===== config.mk =====
export PLATFORM = sky130hd
export DESIGN_NAME = muldiv_unit
export DESIGN_NICKNAME = d
export VERILOG_FILES = /design/src/rtl/muldiv_unit.sv
export SDC_FILE = /design/constraint.sdc
export NUM_CORES = 2
export LEC_CHECK = 0
export ABC_AREA = 1
export BUFFER_PORTS_ARGS = -buffer_cell sky130_fd_sc_hd__buf_2
export CELL_PAD_IN_SITES_DETAIL_PLACEMENT = 0
export CELL_PAD_IN_SITES_GLOBAL_PLACEMENT = 1
export CORE_MARGIN = 4
export CORE_UTILIZATION = 33
export CTS_CLUSTER_DIAMETER = 30
export DETAILED_ROUTE_END_ITERATION = 7
export GPL_TIMING_DRIVEN = 0
export PLACE_DENSITY = 0.7
export SLEW_MARGIN = 20
export SYNTH_ARGS = -nofsm -noshare
export SYNTH_HDL_FRONTEND = slang
export SYNTH_SLANG_ARGS = --single-unit

===== constraint.sdc =====
create_clock -name Clk -period 12.8 [get_ports Clk]
set_input_delay 0.64 -clock Clk [delete_from_list [all_inputs] [get_ports Clk]]
set_output_delay 0.64 -clock Clk [all_outputs]
set_load 0.02 [all_outputs]

===== src/rtl/muldiv_unit.sv =====
// muldiv_unit: HI/LO multiply-divide unit.
// Multiplies (with optional accumulate/subtract into HI:LO) finish after a
// fixed pipeline latency. Divides use a restoring radix-2 loop, one quotient
// bit per cycle, followed by a sign fix-up cycle. HI/LO change only on a
// commit, a direct mthi/mtlo write, or reset.
module muldiv_unit #(
  parameter int WIDTH   = 32,
  parameter int MUL_LAT = 3
) (
  input  logic             Clk,
  input  logic             Clr_n,
  input  logic             Start,
  input  logic [2:0]       Op,
  input  logic [WIDTH-1:0] A,
  input  logic [WIDTH-1:0] B,
  input  logic [1:0]       WE,
  input  logic             Cancel,
  output logic [WIDTH-1:0] HI,
  output logic [WIDTH-1:0] LO,
  output logic             Busy,
  output logic             Done,
  output logic             DivZero
);

  // Counter must reach WIDTH, the index of the divide fix-up cycle.
  localparam int CW = $clog2(WIDTH + 2);

  typedef enum logic [1:0] {
    S_IDLE,
    S_MUL,
    S_DIV
  } state_t;

  state_t state;

  // Captured operation: raw operands for multiply, magnitudes for divide.
  // During a divide, a_r shifts left and collects quotient bits.
  logic [WIDTH-1:0]   a_r;
  logic [WIDTH-1:0]   b_r;
  logic [WIDTH-1:0]   rem_r;
  logic [2*WIDTH-1:0] acc_r;
  logic               op_signed;
  logic               op_acc;
  logic               op_sub;
  logic               neg_q;
  logic               neg_r;
  logic [CW-1:0]      cnt;

  logic [2*WIDTH-1:0] mul_a_ext;
  logic [2*WIDTH-1:0] mul_b_ext;
  logic [2*WIDTH-1:0] product;
  logic [2*WIDTH-1:0] mul_result;
  logic [WIDTH:0]     shifted;
  logic               fits;
  logic [WIDTH-1:0]   next_rem;
  logic [WIDTH-1:0]   next_quo;
  logic [WIDTH-1:0]   quo_fix;
  logic [WIDTH-1:0]   rem_fix;

  logic               acc_accept;
  logic               is_div_op;
  logic               op_is_signed;

  assign acc_accept   = Start && !Cancel && (WE == 2'b00);
  assign is_div_op    = !Op[2] && Op[1];
  assign op_is_signed = !Op[0];

  // Multiply datapath: sign/zero-extend to 2*WIDTH so the low half of the
  // product is exact modulo 2^(2*WIDTH), then optionally accumulate.
  always_comb begin
    mul_a_ext  = op_signed ? {{WIDTH{a_r[WIDTH-1]}}, a_r} : {{WIDTH{1'b0}}, a_r};
    mul_b_ext  = op_signed ? {{WIDTH{b_r[WIDTH-1]}}, b_r} : {{WIDTH{1'b0}}, b_r};
    product    = mul_a_ext * mul_b_ext;
    mul_result = product;
    if (op_acc) begin
      mul_result = op_sub ? (acc_r - product) : (acc_r + product);
    end
  end

  // One restoring divide step plus the final sign correction of the result.
  always_comb begin
    shifted  = {rem_r, a_r[WIDTH-1]};
    fits     = (shifted >= {1'b0, b_r});
    next_rem = fits ? (shifted[WIDTH-1:0] - b_r) : shifted[WIDTH-1:0];
    next_quo = {a_r[WIDTH-2:0], fits};
    quo_fix  = neg_q ? -a_r : a_r;
    rem_fix  = neg_r ? -rem_r : rem_r;
  end

  // Control FSM with registered Busy/Done/DivZero and the HI/LO registers.
  always_ff @(posedge Clk) begin
    if (!Clr_n) begin
      state     <= S_IDLE;
      HI        <= '0;
      LO        <= '0;
      Busy      <= 1'b0;
      Done      <= 1'b0;
      DivZero   <= 1'b0;
      a_r       <= '0;
      b_r       <= '0;
      rem_r     <= '0;
      acc_r     <= '0;
      op_signed <= 1'b0;
      op_acc    <= 1'b0;
      op_sub    <= 1'b0;
      neg_q     <= 1'b0;
      neg_r     <= 1'b0;
      cnt       <= '0;
    end else begin
      Done    <= 1'b0;
      DivZero <= 1'b0;
      case (state)
        S_IDLE: begin
          if (WE != 2'b00) begin
            if (WE[1]) HI <= A;
            if (WE[0]) LO <= A;
          end else if (acc_accept) begin
            op_signed <= op_is_signed;
            op_acc    <= Op[2];
            op_sub    <= Op[2] && Op[1];
            acc_r     <= {HI, LO};
            rem_r     <= '0;
            cnt       <= '0;
            Busy      <= 1'b1;
            if (is_div_op) begin
              a_r   <= (op_is_signed && A[WIDTH-1]) ? -A : A;
              b_r   <= (op_is_signed && B[WIDTH-1]) ? -B : B;
              neg_q <= op_is_signed && (A[WIDTH-1] ^ B[WIDTH-1]);
              neg_r <= op_is_signed && A[WIDTH-1];
              state <= S_DIV;
            end else begin
              a_r   <= A;
              b_r   <= B;
              state <= S_MUL;
            end
          end
        end
        S_MUL: begin
          if (Cancel) begin
            state <= S_IDLE;
            Busy  <= 1'b0;
          end else if (cnt == CW'(MUL_LAT - 1)) begin
            {HI, LO} <= mul_result;
            Done     <= 1'b1;
            Busy     <= 1'b0;
            state    <= S_IDLE;
          end else begin
            cnt <= cnt + 1'b1;
          end
        end
        S_DIV: begin
          if (Cancel) begin
            state <= S_IDLE;
            Busy  <= 1'b0;
          end else if (cnt == '0 && b_r == '0) begin
            Done    <= 1'b1;
            DivZero <= 1'b1;
            Busy    <= 1'b0;
            state   <= S_IDLE;
          end else if (cnt == CW'(WIDTH)) begin
            HI    <= rem_fix;
            LO    <= quo_fix;
            Done  <= 1'b1;
            Busy  <= 1'b0;
            state <= S_IDLE;
          end else begin
            a_r   <= next_quo;
            rem_r <= next_rem;
            cnt   <= cnt + 1'b1;
          end
        end
        default: begin
          state <= S_IDLE;
          Busy  <= 1'b0;
        end
      endcase
    end
  end

endmodule


==> run_results.csv <==
group,metric,value,unit
drt,first_iter_violations,7427,
global_route,grt.overflow.total,0,
pwr,ir_worst_vdd,111,uV
critical_path,r2r_slack,0.21,ns
drt,drc_errors,0,
floorplanning,die_w,475,microns
drt,dr.pass1.iters,6,
placed_design,placed_cells_incl_taps,12900,
timing,period_share,0.983,
critical_path,cpMaxStageDelayCell,"dfxtp_2",
global_route,grt_max_degree,25,
global_route,antenna_found_initial,19,
logic_synthesis,yosys.area_share.simple,0.190,
clock_tree,cts_tree,"built",
clock_tree,htree_levels,2,
min_path,hold_class,"input port to flop",
timing,tightest_slew,1.20,ns
critical_path,reg2reg_depth,45,
placed_design,placed_area,76400,sq um
pwr,power_leakage,44.9,nW
drt,wl,364000,microns
timing,setup_viol,0,
logic_synthesis,syn_nets,11900,
clock_tree,cts.clk_slew.worst_paths,0.05,ns
timing,fin_skew,0.0448,ns
logic_synthesis,synth_top_family_by_area,"adder cells",
final_layout,stdcell_count,13100,
final_layout,drive_gt1_frac,0.0929,
critical_path,critPathMaxStageDelay,0.68,ns
critical_path,path_class,"flop to flop",
critical_path,cp_max_fo,10,
job,maxCapViolCount,0,
timing,fmax,79.5,MHz
critical_path,start_kind,"flop",
drt,post_drt_wl_per_cell,27.9,microns
logic_synthesis,netlist_area,72000,sq um
timing,drv_slew,0,
global_route,grt_pass1_wl,514000,microns
min_path,hold_depth,2,
pwr,pwr_density_cell,50.8,nW/um^2
logic_synthesis,synth_seq_cells,240,
clock_tree,cts_root_buf,"clkbuf_16",
timing,whs,0.336,ns
logic_synthesis,synth_warnings,0,
critical_path,cp_common_cell,"fa_1",
critical_path,critPathArrivalTime,13.05,ns
pwr,power,0.00412,W
logic_synthesis,synth_cell_types,60,
floorplanning,chipHeight,475,microns
placed_design,hpwl,315000,microns
logic_synthesis,ys_seq_area_frac,0.0667,
clock_tree,clockBufferDepth,3,
final_layout,nNetsFinal,12100,
timing,relSlewSlack,0.196,
floorplanning,ioPinCount,140,
final_layout,synthToLayoutAreaGrowth,12.8,%
logic_synthesis,synth_top_flop_cell,"dfxtp_1",
clock_tree,clk-insertion-delay-late,0.58,ns
critical_path,endpoint_kind,"flop",
status,status,"finished clean",
logic_synthesis,syn_inst,9946,
floorplanning,rows,171,
logic_synthesis,synth-edff-count,0,
placed_design,portBuffers,138,
logic_synthesis,syn_avg_cell_area,7.24,sq um
floorplanning,core,217000,sq um
timing,min_period,12.59,ns
logic_synthesis,synth.mux.area_fraction,0,
clock_tree,clock-sinks,240,
global_route,grt_usage,0.321,
timing,hold_viol,0,
global_route,first_global_vias,70100,
logic_synthesis,synth_compound_area_frac,0.0838,
final_layout,fin_area,81200,sq um
logic_synthesis,synth_adder_area_share,0.470,
clock_tree,cts_buffers,44,
floorplanning,initial_core_util,0.332,
floorplanning,die_area,226000,sq um
drt,vias_per_cell,5.20,
placed_design,place_congestion,1.04,
drt,ant_nets,0,
clock_tree,cts-hold-fix-buffers,0,
logic_synthesis,synth_xor_area_frac,0.0235,
drt,num_vias,67900,
logic_synthesis,ys_async_sr_fraction,0,
critical_path,critPathRequiredTime,13.26,ns
==> sequential cells by signal, indices dropped and copies added (netlist names), 2 cells and up <==
register  count
rem_r        32
acc_r        64
HI           32
b_r          32
LO           32
a_r          32
state         2
cnt           6
==> power breakdown <==
part | internal, W | switching, W
combinational | 0.000555 | 0.00144
clock | 0.000777 | 0.000447
sequential | 0.000797 | 0.000113
total | 0.00213 | 0.00200
==> metal layers <==
metal	track usage	up-vias	share of wire
li1	-	29600	-
met1	0.431	34200	0.41
met2	0.496	3510	0.43
met3	0.0682	662	0.10
met4	0.144	8	0.057
met5	0	-	0.00016
==> metrics by stage <==
| step | setup TNS (ns) | util | setup WS, ns |
|---|---|---|---|
| 2_1_floorplan | 0 | - | 2.23 |
| 3_3_place_gp | -100.86 | 0.351 | -4.29 |
| 3_5_place_dp | -51.03 | 0.352 | -3.02 |
| 4_1_cts | -0.0334 | 0.367 | -0.0334 |
| 5_1_grt | -0.166 | 0.374 | -0.0851 |
| 6_report | 0 | 0.374 | 0.214 |
==> synthesized netlist by cell type (5+ instances only) <==
master	number	area (sq um)
a211oi_1	11	82.6
a21boi_0	7	52.6
a21o_1	5	37.5
a21oi_1	411	2060
a221oi_1	12	105
a31oi_1	53	332
and2_1	6	37.5
and3_1	5	31.3
buf_1	78	293
buf_2	7	35.0
clkbuf_1	318	1190
dfxtp_1	240	4800
fa_1	1435	28700
ha_1	407	5090
inv_1	2772	10400
inv_2	17	63.8
nand2_1	2228	8360
nand2_2	7	43.8
nand3_1	201	1010
nand3_2	5	50.1
nand3b_1	17	128
nand4_1	53	332
nor2_1	694	2610
nor2_2	14	87.6
nor3_1	91	455
nor3_2	10	100
nor4_1	32	200
o211ai_1	48	360
o21a_1	10	75.1
o21ai_0	432	2160
o21ai_1	12	60.1
o21bai_1	15	113
o221ai_1	18	158
o22ai_1	25	156
o31ai_1	6	45.0
o32ai_1	8	70.1
or2_2	18	113
xnor2_1	68	596
xor2_1	110	963
xor2_2	5	81.3
==> critical path: cells and delay by family (launching register included) <==
kind / cells / cell delay, ns
XOR/XNOR: 1 / 0.26
adder cells (fa/ha/maj): 12 / 5.88
AND/OR/NAND/NOR: 11 / 1.66
AO/OA/AOI/OAI: 13 / 2.77
buffers and inverters: 8 / 1.19
flip-flops: 1 / 0.68
==> cell families (layout without fill, tap and decap cells) <==
logic type | Yosys count | after routing
AO/OA/AOI/OAI | 1092 | 1092
adder cells (fa/ha/maj) | 1842 | 1842
buffers and inverters | 3195 | 3461
flip-flops | 240 | 240
other | 0 | 6
AND/OR/NAND/NOR | 3392 | 3392
XOR/XNOR | 185 | 185
==> cell type report <==
class | count | area [sq um]
diodes | 6 | 15.0
plain buffers | 367 | 2220
clock buffers | 55 | 1200
clock inverters | 25 | 335
fillers | 23300 | 136000
inverters | 2792 | 10500
multi-input cells | 6511 | 57000
flip-flops and latches | 240 | 4890
well taps | 2854 | 3570
repair buffers | 222 | 1470
==> placed cells by master, fill, tap and decap left out, types with 22 or more instances in the layout <==
cell       count
o21ai_0      411
inv_1       2756
ha_1         357
clkbuf_4      41
nor3_2        22
a31oi_1       51
nor2_2        59
o22ai_1       23
nand4_1       53
nor2_4        44
nand2_2       38
nor2_1       607
nand2_1     2180
clkbuf_2      58
o211ai_1      48
buf_4         95
ha_2          30
dfxtp_1      205
a21oi_2       23
nand3_1      196
inv_2         25
buf_6         45
clkbuf_1     150
o21ai_1       23
xor2_1        92
clkbuf_16     45
nor3_1        73
fa_1        1414
xnor2_1       63
nor4_1        25
buf_2        161
a21oi_1      385
==> worst paths after layout <==
| kind | startpoint | end |
|---|---|---|
| worst max register to register | b_r[27] | HI[30] |
| worst min register to register | Busy | Busy |
| worst max-delay path | b_r[27] | HI[30] |
| worst min-delay path | Op[0] | op_signed |
==> what timing repair did <==
action,in CTS,in global routing
pin swaps,29,47
setup buffers,35,41
gates resized for setup,566,452
setup endpoints to repair,41,35
Note: power is estimated with default switching activity, not from simulation.
